## config.mk

```make
export PLATFORM = sky130hd
export DESIGN_NAME = ppu_reg_file
export DESIGN_NICKNAME = d
export VERILOG_FILES = /design/src/rtl/ppu_reg_file_pkg.sv /design/src/rtl/ppu_reg_file_vram.sv /design/src/rtl/ppu_reg_file.sv
export SDC_FILE = /design/constraint.sdc
export NUM_CORES = 1
export LEC_CHECK = 0
export BUFFER_PORTS_ARGS = -buffer_cell sky130_fd_sc_hd__buf_2
export CAP_MARGIN = 30
export CORE_MARGIN = 10
export CORE_UTILIZATION = 58
export CTS_BUF_LIST = sky130_fd_sc_hd__clkbuf_16
export CTS_CLUSTER_SIZE = 8
export DETAILED_ROUTE_END_ITERATION = 8
export GPL_TIMING_DRIVEN = 1
export PLACE_DENSITY = 0.86
export SYNTH_ARGS = -nofsm -noshare
export SYNTH_HDL_FRONTEND = slang
export SYNTH_HIERARCHICAL = 1
export SYNTH_SLANG_ARGS = --single-unit
```

## constraint.sdc

```tcl
create_clock -name clock -period 7.49 [get_ports clock]
set_input_delay 0.749 -clock clock [delete_from_list [all_inputs] [get_ports clock]]
set_output_delay 0.749 -clock clock [all_outputs]
set_load 0.1 [all_outputs]
```

## src/rtl/ppu_reg_file_pkg.sv

```systemverilog
// Shared types for the CPU-facing PPU register responder.
package ppu_reg_file_pkg;

    typedef enum logic [3:0] {
        REG_PPUCTRL   = 4'd0,
        REG_PPUMASK   = 4'd1,
        REG_PPUSTATUS = 4'd2,
        REG_OAMADDR   = 4'd3,
        REG_OAMDATA   = 4'd4,
        REG_PPUSCROLL = 4'd5,
        REG_PPUADDR   = 4'd6,
        REG_PPUDATA   = 4'd7,
        REG_OAMDMA    = 4'd8
    } reg_t;

    typedef logic [1:0] vram_state_t;

    localparam vram_state_t VS_IDLE   = 2'd0;
    localparam vram_state_t VS_RD_CAP = 2'd1;
    localparam vram_state_t VS_WR_STB = 2'd2;

    localparam logic [5:0] PALETTE_HI = 6'h3F;

endpackage

```

## src/rtl/ppu_reg_file_vram.sv

```systemverilog
// PPUDATA side of the register file: VRAM strobe FSM, read buffer and v.
//   state     | meaning
//   VS_IDLE   | waiting for a PPUDATA access
//   VS_RD_CAP | read strobe out; capture vram_rd_data into rd_buf
//   VS_WR_STB | write strobe out; drop it next clock
module ppu_vram_access
    import ppu_reg_file_pkg::*;
(
    input  logic        clock,
    input  logic        reset_n,
    input  logic        rd_req,
    input  logic        wr_req,
    input  logic [7:0]  wr_data,
    input  logic        inc32,
    input  logic        v_load,
    input  logic [14:0] v_load_val,
    input  logic [7:0]  vram_rd_data,
    output logic [14:0] v_addr,
    output logic [13:0] vram_addr,
    output logic        vram_rd_en,
    output logic        vram_wr_en,
    output logic [7:0]  vram_wr_data,
    output logic        data_load,
    output logic [7:0]  data_value
);

    vram_state_t state;
    logic [7:0]  rd_buf;
    logic        pal_q;
    logic        is_pal;
    logic [14:0] v_step;

    assign is_pal = (v_addr[13:8] == PALETTE_HI);
    assign v_step = inc32 ? 15'd32 : 15'd1;

    // Non-palette reads answer from the stale buffer at once; palette reads answer in RD_CAP.
    always_comb begin
        data_load  = 1'b0;
        data_value = rd_buf;
        if (state == VS_IDLE && rd_req && !is_pal) begin
            data_load = 1'b1;
        end else if (state == VS_RD_CAP && pal_q) begin
            data_load  = 1'b1;
            data_value = vram_rd_data;
        end
    end

    always_ff @(posedge clock) begin
        if (!reset_n) begin
            state        <= VS_IDLE;
            rd_buf       <= 8'h00;
            pal_q        <= 1'b0;
            v_addr       <= 15'h0000;
            vram_addr    <= 14'h0000;
            vram_rd_en   <= 1'b0;
            vram_wr_en   <= 1'b0;
            vram_wr_data <= 8'h00;
        end else begin
            if (v_load) v_addr <= v_load_val;
            case (state)
                VS_IDLE: begin
                    if (rd_req) begin
                        vram_addr  <= v_addr[13:0];
                        vram_rd_en <= 1'b1;
                        pal_q      <= is_pal;
                        v_addr     <= v_addr + v_step;
                        state      <= VS_RD_CAP;
                    end else if (wr_req) begin
                        vram_addr    <= v_addr[13:0];
                        vram_wr_data <= wr_data;
                        vram_wr_en   <= 1'b1;
                        v_addr       <= v_addr + v_step;
                        state        <= VS_WR_STB;
                    end
                end
                VS_RD_CAP: begin
                    rd_buf     <= vram_rd_data;
                    vram_rd_en <= 1'b0;
                    state      <= VS_IDLE;
                end
                VS_WR_STB: begin
                    vram_wr_en <= 1'b0;
                    state      <= VS_IDLE;
                end
                default: state <= VS_IDLE;
            endcase
        end
    end

endmodule

```

## src/rtl/ppu_reg_file.sv

```systemverilog
// CPU-facing PPU register responder: decodes register accesses and applies side effects.
module ppu_reg_file
    import ppu_reg_file_pkg::*;
(
    input  logic        clock,
    input  logic        reset_n,
    input  logic        clock_en,
    input  logic        reg_en,
    input  logic        reg_rw,
    input  reg_t        reg_sel,
    input  logic [7:0]  reg_data_wr,
    output logic [7:0]  reg_data_rd,
    input  logic        vblank_set,
    input  logic        vblank_clear,
    input  logic        sprite0_hit_set,
    input  logic        sprite_ovf_set,
    output logic [7:0]  ppuctrl,
    output logic [7:0]  ppumask,
    output logic [14:0] v_addr,
    output logic [14:0] t_addr,
    output logic [2:0]  fine_x,
    output logic [13:0] vram_addr,
    output logic        vram_rd_en,
    output logic        vram_wr_en,
    output logic [7:0]  vram_wr_data,
    input  logic [7:0]  vram_rd_data,
    output logic [7:0]  oam_addr,
    output logic        oam_wr_en,
    output logic [7:0]  oam_wr_data,
    input  logic [7:0]  oam_rd_data,
    output logic        nmi_n,
    output logic        oamdma_start,
    output logic [7:0]  oamdma_page
);

    logic       acc_wr, acc_rd, status_rd;
    logic       w;
    logic       vblank, s0_hit, ovf;
    logic [7:0] io_latch;
    logic       vram_data_load;
    logic [7:0] vram_data_value;

    assign acc_wr    = clock_en && reg_en && reg_rw;
    assign acc_rd    = clock_en && reg_en && !reg_rw;
    assign status_rd = acc_rd && (reg_sel == REG_PPUSTATUS);

    ppu_vram_access u_vram (
        .clock        (clock),
        .reset_n      (reset_n),
        .rd_req       (acc_rd && reg_sel == REG_PPUDATA),
        .wr_req       (acc_wr && reg_sel == REG_PPUDATA),
        .wr_data      (reg_data_wr),
        .inc32        (ppuctrl[2]),
        .v_load       (acc_wr && reg_sel == REG_PPUADDR && w),
        .v_load_val   ({t_addr[14:8], reg_data_wr}),
        .vram_rd_data (vram_rd_data),
        .v_addr       (v_addr),
        .vram_addr    (vram_addr),
        .vram_rd_en   (vram_rd_en),
        .vram_wr_en   (vram_wr_en),
        .vram_wr_data (vram_wr_data),
        .data_load    (vram_data_load),
        .data_value   (vram_data_value)
    );

    always_ff @(posedge clock) begin
        if (!reset_n) begin
            reg_data_rd  <= 8'h00;
            ppuctrl      <= 8'h00;
            ppumask      <= 8'h00;
            t_addr       <= 15'h0000;
            fine_x       <= 3'd0;
            w            <= 1'b0;
            vblank       <= 1'b0;
            s0_hit       <= 1'b0;
            ovf          <= 1'b0;
            io_latch     <= 8'h00;
            oam_addr     <= 8'h00;
            oam_wr_en    <= 1'b0;
            oam_wr_data  <= 8'h00;
            nmi_n        <= 1'b1;
            oamdma_start <= 1'b0;
            oamdma_page  <= 8'h00;
        end else begin
            oam_wr_en    <= 1'b0;
            oamdma_start <= 1'b0;
            // OAMDATA strobe goes out with the old address; the increment lands behind it.
            if (oam_wr_en) oam_addr <= oam_addr + 8'd1;
            nmi_n <= ~(vblank & ppuctrl[7]);

            // A status read racing vblank_set wins, which is what suppresses the NMI.
            if (vblank_clear || status_rd) vblank <= 1'b0;
            else if (vblank_set)           vblank <= 1'b1;
            if (vblank_clear) begin
                s0_hit <= 1'b0;
                ovf    <= 1'b0;
            end else begin
                if (sprite0_hit_set) s0_hit <= 1'b1;
                if (sprite_ovf_set)  ovf    <= 1'b1;
            end

            if (vram_data_load) reg_data_rd <= vram_data_value;

            if (acc_wr) begin
                io_latch <= reg_data_wr;
                case (reg_sel)
                    REG_PPUCTRL: begin
                        ppuctrl       <= reg_data_wr;
                        t_addr[11:10] <= reg_data_wr[1:0];
                    end
                    REG_PPUMASK: ppumask  <= reg_data_wr;
                    REG_OAMADDR: oam_addr <= reg_data_wr;
                    REG_OAMDATA: begin
                        oam_wr_en   <= 1'b1;
                        oam_wr_data <= reg_data_wr;
                    end
                    REG_PPUSCROLL: begin
                        if (!w) begin
                            t_addr[4:0] <= reg_data_wr[7:3];
                            fine_x      <= reg_data_wr[2:0];
                        end else begin
                            t_addr[14:12] <= reg_data_wr[2:0];
                            t_addr[9:5]   <= reg_data_wr[7:3];
                        end
                        w <= ~w;
                    end
                    REG_PPUADDR: begin
                        if (!w) t_addr[14:8] <= {1'b0, reg_data_wr[5:0]};
                        else    t_addr[7:0]  <= reg_data_wr;
                        w <= ~w;
                    end
                    REG_OAMDMA: begin
                        oamdma_page  <= reg_data_wr;
                        oamdma_start <= 1'b1;
                    end
                    default: ;
                endcase
            end

            if (acc_rd) begin
                case (reg_sel)
                    REG_PPUSTATUS: begin
                        reg_data_rd <= {vblank, s0_hit, ovf, io_latch[4:0]};
                        w           <= 1'b0;
                    end
                    REG_OAMDATA: reg_data_rd <= oam_rd_data;
                    REG_PPUDATA: ;
                    default:     reg_data_rd <= io_latch;
                endcase
            end
        end
    end

endmodule

```

==> results of run 1 <==
==> flip-flops by register name, indices dropped and copies added (netlist names) <==
register,cells
t_addr,15
u_vram/v_addr,15
u_vram/vram_addr,14
io_latch,8
oam_addr,8
oam_wr_data,8
oamdma_page,8
ppuctrl,8
ppumask,8
reg_data_rd,8
u_vram/rd_buf,8
u_vram/vram_wr_data,8
fine_x,3
u_vram/state,2
nmi_n,1
oam_wr_en,1
oamdma_start,1
ovf,1
s0_hit,1
u_vram/pal_q,1
u_vram/vram_rd_en,1
u_vram/vram_wr_en,1
vblank,1
w,1
==> final cells by class <==
| type | instances | share of cell area [%] |
|---|---|---|
| tap | 133 | 2.31 |
| inverter | 6 | 0.312 |
| sequential | 131 | 36.4 |
| timing repair buffer | 146 | 10.3 |
| clock inverter | 15 | 3.28 |
| clock buffer | 17 | 5.90 |
| multi-input combinational | 479 | 41.5 |
==> report_power, final <==
| group | total [uW] | leakage [uW] | internal (uW) | switching [uW] |
|---|---|---|---|---|
| Combinational | 102 | 0.00170 | 26.5 | 75.8 |
| Sequential | 707 | 0.00106 | 702 | 4.38 |
| Clock | 933 | 0.000310 | 620 | 313 |
| Total | 1740 | 0.00307 | 1350 | 393 |
==> worst max-delay path: stages <==
cell and delay [ns]:
buf_2 0.21, nor2b_1 0.42, nand3_1 0.18, nor2_1 0.40, o21a_1 0.82, nor2_1 0.26, o21ai_0 0.33, a21oi_1 0.12
==> layer usage <==
metal	vias up	share of wire, %
met5	-	0.062
met4	2	2.7
met3	47	10
met2	302	49
met1	2603	39
li1	2569	-
==> cell families after synthesis <==
| group | count (synthesis) | share of synthesized area [%] |
|---|---|---|
| AOI/OAI and AO/OA | 137 | 16.1 |
| xor gates and xnor gates | 14 | 2.08 |
| adders and majority gates | 4 | 0.849 |
| buffers and inverters | 57 | 4.67 |
| DFF | 131 | 44.5 |
| muxes | 62 | 10.7 |
| and+or+nand+nor | 262 | 21.1 |
==> cell usage in the layout, fill, tap and decap left out, types with 4 or more instances in the layout <==
master,n
a211oi_1,30
a21oi_1,53
a22o_1,8
a22oi_1,6
a2bb2oi_1,6
a31oi_1,5
and3_1,7
buf_2,144
bufinv_16,6
clkbuf_16,17
clkinvlp_4,4
dfxtp_1,131
ha_1,4
inv_1,4
mux2_2,8
mux2i_1,54
nand2_1,97
nand2b_1,7
nand3_1,13
nand3b_1,7
nand4_1,5
nor2_1,73
nor2b_1,10
nor3_1,13
o21ai_0,7
o22ai_1,8
or3_1,5
xnor2_1,8
xor2_1,6
==> per-stage QoR <==
step | hold WS [ns] | area, sq um | total power (uW) | instances
after CTS | 0.423 | 7210 | 1750 | 927
after global routing | 0.449 | 7210 | 1790 | 927
after floorplan | 0.376 | 5890 | 794 | 667
after global placement | 0.402 | 6540 | 819 | 894
final | 0.424 | 7210 | 1740 | 927
after detailed placement | 0.402 | 6550 | 822 | 895
==> final timing paths <==
path | start | endpoint | slack (ns) | depth (start not counted)
worst max-delay path | reg_sel[2] | u_vram/v_addr[4] | 4.26 | 8
worst min register to register | vblank | nmi_n | 0.42 | 1
worst min-delay path | vblank | nmi_n | 0.42 | 1
worst max register to register | u_vram/state[0] | reg_data_rd[5] | 5.04 | 6
==> results.md, run 1 <==
- Status: completed
- Vias/cell: 5.96
- Die X: 121 um
- Top-count cell post-synth: dfxtp_1
- Antenna violation net count after detailed routing: 0
- Slew headroom: 37.5%
- DRT Wirelength: 17.7 mm
- Post-Syn Area per Cell: 8.84 sq um
- Area delta synth->final: 22.4%
- Hold Fails Final Rpt: 0
- First-pass GRT wire length: 27.8 mm
- GRT Total Usage: 23.5%
- 1st-iter DRT viols: 515
- Synth Flop Type: dfxtp_1
- Pwr per Cell Area: 242 nW/um^2
- Yosys cell types: 60
- Max Clk Rate: 309 MHz
- RSZ-0062 raised after global routing: false
- Critical Setup Path Class: in -> reg
- Antenna Cells: 0
- Vias in the first global route: 5481
- Nature of the critical path endpoint: register
- Longest Clk Path Bufs: 2
- Pins over their slew limit: 0
- Worst EP required: 7.76 ns
- Grt ovf: 0
- Met2 GRT Util: 39.4%
- CTS Hold Buffers Added: 0
- Clk root buf: clkbuf_16
- Top post-synthesis cells by count: 131 x dfxtp_1, 97 x nand2_1, 73 x nor2_1, 54 x mux2i_1, 53 x a21oi_1
- Post-synth top area cell: dfxtp_1
- Fin crit share: 43.2%
- Layout Utilization: 73.4%
- Final Setup Violations: 0
- Synth top area share: 44.5%
- Critical path peak fanout: 28
- Fillers: 707
- Port bufs: 144
- Via count: 5523
- DR pass1 iterations: 6
- Later-pin clock latency in the skew report: 0.42 ns
- Die H: 121 um
- Ranking of synthesized cells by area: dfxtp_1 45%, mux2i_1 9.2%, nand2_1 6.2%
- Ys async rst share: 0%
- Remaining DRCs: 0
- Number of flops mapped to enable cells by yosys: 0
- I/O pin count: 145
- Yosys reg bits: 131
- P_leak: 0.00307 uW
- Tightest Pin Transition: 0.938 ns
- Num rows: 36
- Final #Nets: 822
- TritonCTS Buffers: 17
- Reg area: 2620 sq um
- Core ar.: 9820 sq um
- Layout Skew: 0.00807 ns
- WL/cell: 19.1 um
- PnR worst setup slack: 4.26 ns
- Die area: 14600 sq um
- Starting density of the core: 60.0%
- Crit start category: input pin
- Post-cts repair resize count: 0
- Area of the mapped netlist: 5890 sq um
- Fraction of layout cells with a size suffix above 1: 25.4%
- GR Layer Usage met3: 8.75%
- Max IR drop VDD: 0.000172 V
- Grt peak-use layer: met2
- Met1 Use GR: 26.2%
- Synthesized Nets: 708
- # Post-CTS Setup Buffers: 0
- Pre-CTS setup slack: 3.90 ns
- Largest net degree at the start of global routing: 62
- DP HPWL: 12.0 mm
- Clock-pin slew on the worst setup and hold paths: 0.06 ns
- Post-Syn Instances: 667
- Crit path DAT: 3.50 ns
- GPL Wtd Cong: 0.885
- Multi-input logic area: 3000 sq um
- Ys Warns: 6
- H-tree levels: 4
- Initial antenna violation count: 2
- Seq/Total Area, Yosys: 44.5%
- Clock sink count: 131
- Max-cap violations: 0
- Minimum clock period after layout: 3.23 ns
- Hold crit path type: reg -> reg
- CTS tree: built
- Setup_tns: 0 ns
(Power assumes the default switching activity.)
==> run 2: changes to the inputs <==
CORE_UTILIZATION = 53   (was 58)
PLACE_DENSITY = 0.79   (was 0.86)
clock period = 3.4 ns   (was 7.49 ns; I/O delays follow)
==> run 2 against run 1 <==
  * Count of clock-buffer cells in the layout unchanged
  * Core utilization down 6.8 points
  * Global-route usage down 3.0 points
  * Register-to-register slack got worse by 4.0 ns
  * Highest routed layer unchanged
  * Critical path depth up 1
  * Cell area grew 0.23%
  * Via count shrank 2.9%
  * Die area rose by 7.8%
  * Sequential share of layout area decreased by 0.082 points
==> results.md, run 2 (synthesized netlist as in run 1, its figures left out) <==
- Status: completed
- Die H: 125 um (+3.8%)
- Pwr per Cell Area: 518 nW/um^2 (+110%)
- GPL Wtd Cong: 0.871 (-1.6%)
- First-pass GRT wire length: 26.9 mm (-3.1%)
- P_sw: 848 uW (+120%)
- Seq pwr share: 41.5% (+0.9 points)
- Final Cell Area: 7230 sq um (+0.23%)
- Num rows: 38 (+5.6%)
- Clock sink count: 131 (unchanged)
- 1st-iter DRT viols: 503 (-2.3%)
- P_leak: 0.00307 uW (+0.27%)
- Gate power share: 6.0% (about the same)
- Crit start category: input pin
- Grt ovf: 0 (unchanged)
- Reg2reg path depth: 6 (unchanged)
- Crit path DAT: 2.79 ns (-0.71 ns)
- Fraction of layout cells with a size suffix above 1: 25.9% (+0.47 points)
- Largest net degree at the start of global routing: 62 (unchanged)
- Setup_tns: 0 ns (unchanged)
- Critical path peak fanout: 16 (-43%)
- Max Clk Rate: 407 MHz
- Clk root buf: clkbuf_16
- TritonCTS Buffers: 17 (unchanged)
- Nature of the critical path endpoint: register
- H-tree levels: 4 (unchanged)
- GRT Total Usage: 20.5% (-3.0 points)
- Placed cell area: 6590 sq um (+0.59%)
- Port bufs: 144 (unchanged)
- RSZ-0062 raised after global routing: false
- Clock-pin slew on the worst setup and hold paths: 0.06 ns (about the same)
- Max IR drop VDD: 0.000490 V (+180%)
- DRT Wirelength: 17.2 mm (-2.8%)
- Most frequent cells in the layout: 144 x buf_2, 131 x dfxtp_1, 97 x nand2_1
- Most common cell after layout, fill and taps aside: buf_2
- Critical Setup Path Class: in -> reg
- Fin crit share: 72.3%
- Cell Int Power: 2900 uW (+110%)
- FF-to-FF setup slack: 1.05 ns (-3.99 ns)
- Die area: 15700 sq um (+7.8%)
- Clock share of power: 52.4% (-1.2 points)
- Antenna violation net count after detailed routing: 0 (unchanged)
- Tightest Pin Transition: 0.769 ns (-0.168 ns)
- Later-pin clock latency in the skew report: 0.41 ns (about the same)
- Worst EP required: 3.73 ns (-4.03 ns)
- Layout Skew: 0.0113 ns (+0.00322 ns)
- Starting density of the core: 54.4% (-5.7 points)
- Die X: 125 um (+3.8%)
- DR pass1 iterations: 5 (-1)
- Core ar.: 10800 sq um (+10%)
- # Post-CTS Setup Buffers: 0 (unchanged)
- Post-cts repair resize count: 0 (unchanged)
- Remaining DRCs: 0 (unchanged)
- Via count: 5363 (-2.9%)
- Pins over their slew limit: 0 (unchanged)
- Slew headroom: 48.7% (+11 points)
- Vias in the first global route: 5242 (-4.4%)
- Vias/cell: 5.71 (-4.1%)
- Hold Fails Final Rpt: 0 (unchanged)
- Final Setup Violations: 0 (unchanged)
- CTS tree: built
- Biggest registers after layout: t_addr x15, u_vram/v_addr x15, u_vram/vram_addr x14
- Antenna Cells: 0 (unchanged)
- Hold crit path type: in -> reg
- CTS Hold Buffers Added: 0 (unchanged)
- DP HPWL: 12.1 mm (+1.0%)
- WL/cell: 18.3 um (-4.0%)
- Max-cap violations: 0 (unchanged)
- Minimum clock period after layout: 2.46 ns
- Hold depth: 3 (+2)
- Final #Nets: 827 (+0.61%)
- I/O pin count: 145 (unchanged)
- Switching part of the total power: 22.6% (+0.084 points)
- Area delta synth->final: 22.7%
- Longest Clk Path Bufs: 2 (unchanged)
- Initial antenna violation count: 1 (-1)
run 2: final timing paths:
path                                 startpoint           endpoint
worst min-delay path            sprite0_hit_set             s0_hit
worst max-delay path                 reg_sel[2]  u_vram/v_addr[14]
worst max register to register  u_vram/state[0]     reg_data_rd[5]
worst min register to register           vblank              nmi_n
run 2: stage by stage:
stage                     power (uW)  setup slack [ns]  instances  utilization, %  hold slack [ns]
final                           3750             0.943        939            66.7            0.138
after global routing            3860             0.706        939            66.7            0.154
after CTS                       3770             0.987        939            66.7            0.135
after detailed placement        1810             0.595        907            60.8            0.415
after global placement          1810             0.706        907            60.8            0.407
after floorplan                 1750             0.777        667               -            0.376
run 2: area by class of cell:
| type | instances | area, sq um |
|---|---|---|
| fillers | 910 | 3610 |
| repair buffers | 151 | 773 |
| inverters | 6 | 22.5 |
| clock inverters | 15 | 214 |
| flip-flops and latches | 131 | 2620 |
| multi-input cells | 479 | 3000 |
| well taps | 140 | 175 |
| clock buffers | 17 | 425 |
run 2: critical path, cell delays in order:
cell       delay, ns
buf_2           0.22
nor2b_1         0.41
nand3_1         0.16
nor2_1          0.40
o21a_1          0.51
buf_4           0.30
nand3_1         0.13
a2bb2oi_1       0.16
a21oi_1         0.14
run 2: metal layers:
layer  share of wire, %  GRT usage (%)  up-vias
met5              0.076              0        -
met4                1.1           6.57        2
met3                9.0           7.98       20
met2                 49           33.4      202
met1                 41           24.3     2543
li1                   -              -     2596
run 2: power by group through the flow:
stage / logic (uW) / clock network, uW / registers (uW)
after floorplan: 116 / 0 / 1630
after CTS: 225 / 1990 / 1560
after global routing: 241 / 2060 / 1560
after detailed placement: 224 / 0 / 1590
after global placement: 218 / 0 / 1590
final: 225 / 1960 / 1560
==> run 3: changes to the inputs <==
clock period = 2.3 ns   (was 3.4 ns; I/O delays follow)
==> run 3 against run 2 <==
  * Routed wire length grew 1.7%
  * Setup slack lost 0.65 ns
  * Largest power group unchanged
  * First-iteration DRC count grew 4.2%
  * Via count grew 1.3%
  * Sequential power grew 47%
  * Count of clock-buffer cells in the layout is the same
  * Non-clock buffer count grew 18
  * Largest cell class unchanged
  * Power grew 41%
  * Final cell count grew 1.8%
==> results.md, run 3 (synthesized netlist as in run 1, its figures left out) <==
- Final #Nets: 845 (+2.2%)
- Hold crit path type: in -> reg
- Fillers: 867 (-4.7%)
- Metal3 WL: 1.54 mm (-0.32%)
- Slowest stage delay, CP: 0.50 ns (about the same)
- Vias/cell: 5.69 (-0.46%)
- Critical path peak fanout: 4 (-12)
- H-tree levels: 4 (unchanged)
- Max Used Layer: met4
- Minimum clock period after layout: 2.01 ns
- Max-cap violations: 0 (unchanged)
- Critical Setup Path Class: reg -> reg
- Most frequent cells in the layout: 144 x buf_2, 122 x dfxtp_1, 97 x nand2_1
- DP HPWL: 12.5 mm (+3.2%)
- PnR worst setup slack: 0.292 ns (-0.651 ns)
- Crit path depth: 8 (-1)
- WL/cell: 18.3 um (about the same)
- Port bufs: 144 (unchanged)
- Status: completed
- Buffers & Inverters on Critical Path: 1 (-1)
- Clk root buf: clkbuf_16
- Num rows: 38 (unchanged)
- Antenna violation net count after detailed routing: 0 (unchanged)
- DR pass1 iterations: 5 (unchanged)
- CP Cell Sequence: inv_1, ha_1, ha_1, nand3_1, o21ai_0, nand2_1, xor2_1, a211oi_1
- Multi-input logic area: 3000 sq um (unchanged)
- Biggest registers after layout: t_addr x15, u_vram/v_addr x15, u_vram/vram_addr x14
- Pwr per Cell Area: 721 nW/um^2 (+39%)
- Fraction of layout cells with a size suffix above 1: 28.3% (+2.4 points)
- Max Clk Rate: 498 MHz
- CTS tree: built
- I/O pin count: 145 (unchanged)
- Crit path top cell by count: ha_1
- Post-cts repair resize count: 0 (unchanged)
- Via count: 5435 (+1.3%)
- Fin cells: 956 (+1.8%)
- Overall Power: 5270 uW (+41%)
- Clock sink count: 131 (unchanged)
- Reg area: 2630 sq um (+0.43%)
- Grt ovf: 0 (unchanged)
- Remaining DRCs: 0 (unchanged)
- Antenna Cells: 0 (unchanged)
- Crit path DAT: 2.33 ns (-0.46 ns)
- CP top delay family: compound AO/OA/AOI/OAI gates
- Later-pin clock latency in the skew report: 0.41 ns (about the same)
- Die H: 125 um (unchanged)
- Pins over their slew limit: 0 (unchanged)
- TritonCTS Buffers: 17 (unchanged)
- Layout Skew: 0.00699 ns (-0.00430 ns)
- Final Setup Violations: 0 (unchanged)
- Setup_tns: 0 ns (unchanged)
- Slew headroom: 61.0% (+12 points)
- Core ar.: 10800 sq um (unchanged)
- Initial antenna violation count: 0 (-1)
- Met1 wire length: 7.19 mm (+1.4%)
- Hold depth: 3 (unchanged)
- Die X: 125 um (unchanged)
- Met2 Routed Length: 8.47 mm (+1.7%)
- Longest Clk Path Bufs: 2 (unchanged)
- First-pass GRT wire length: 28.4 mm (+5.5%)
- Die area: 15700 sq um (unchanged)
- Pre-CTS setup slack: 0.394 ns (-0.201 ns)
- Clock-pin slew on the worst setup and hold paths: 0.05 ns (about the same)
- DRT Wirelength: 17.5 mm (+1.7%)
- Nature of the critical path endpoint: register
- GPL Wtd Cong: 0.887 (+1.8%)
- Fin crit share: 87.3%
- P_leak: 0.00315 uW (+2.5%)
- # Post-CTS Setup Buffers: 0 (unchanged)
- Cells after DPL: 925 (+2.0%)
- Vias in the first global route: 5584 (+6.5%)
- Most common cell after layout, fill and taps aside: buf_2
- Hold Fails Final Rpt: 0 (unchanged)
- CTS Hold Buffers Added: 0 (unchanged)
- Crit start category: register
- Reg2reg path depth: 8 (+2)
- Area delta synth->final: 24.0%
- Largest net degree at the start of global routing: 41 (-34%)
- GRT Total Usage: 21.6% (+1.0 points)
- Worst EP required: 2.62 ns (-1.11 ns)
- RSZ-0062 raised after global routing: false
- Max IR drop VDD: 0.000566 V (+16%)
- 1st-iter DRT viols: 524 (+4.2%)
- Tightest Pin Transition: 0.585 ns (-0.184 ns)
- Crit-path slowest cell: o21ai_0
- Starting density of the core: 54.4% (unchanged)
- FF-to-FF setup slack: 0.29 ns (-0.76 ns)
## run 3: path summary, 6_finish.rpt
kind	endpoint	startpoint
setup reg to reg	u_vram/v_addr[12]	ppuctrl[2]
setup / recovery	u_vram/v_addr[12]	ppuctrl[2]
hold / removal	ovf	sprite_ovf_set
hold reg to reg	nmi_n	ppuctrl[7]
## run 3: metal layers
layer,up-vias,global-route usage [%]
met3,28,8.79
met2,215,35.9
li1,2617,-
met1,2575,24.7
met5,-,0
met4,0,6.98
## run 3: where the power goes
group / switching (uW) / internal [uW]
Combinational: 249 / 99.8
Clock: 950 / 1670
Sequential: 14.3 / 2290
## run 3: area by class of cell
| type | count | share of cell area (%) |
|---|---|---|
| Multi-Input combinational cell | 479 | 41.0 |
| Sequential cell | 131 | 36.0 |
| Timing Repair Buffer | 169 | 12.4 |
| Clock buffer | 17 | 5.82 |
| Tap cell | 140 | 2.40 |
| Clock inverter | 14 | 2.02 |
| Inverter | 6 | 0.308 |
## run 3: worst reg2reg max path, cell delays in order (launching register included)
cell and delay [ns]:
dfxtp_2 0.33, inv_1 0.06, ha_1 0.18, ha_1 0.22, nand3_1 0.10, o21ai_0 0.50, nand2_1 0.14, xor2_1 0.17
a211oi_1 0.22
## run 3: metrics by stage
stage          area (sq um)  utilization [%]  hold WS [ns]
4_1_cts                7310             67.4        0.0298
6_report               7310             67.4        0.0351
5_1_grt                7310             67.4        0.0448
2_1_floorplan          5910                -         0.315
3_3_place_gp           6740             62.1         0.400
3_5_place_dp           6740             62.1         0.399
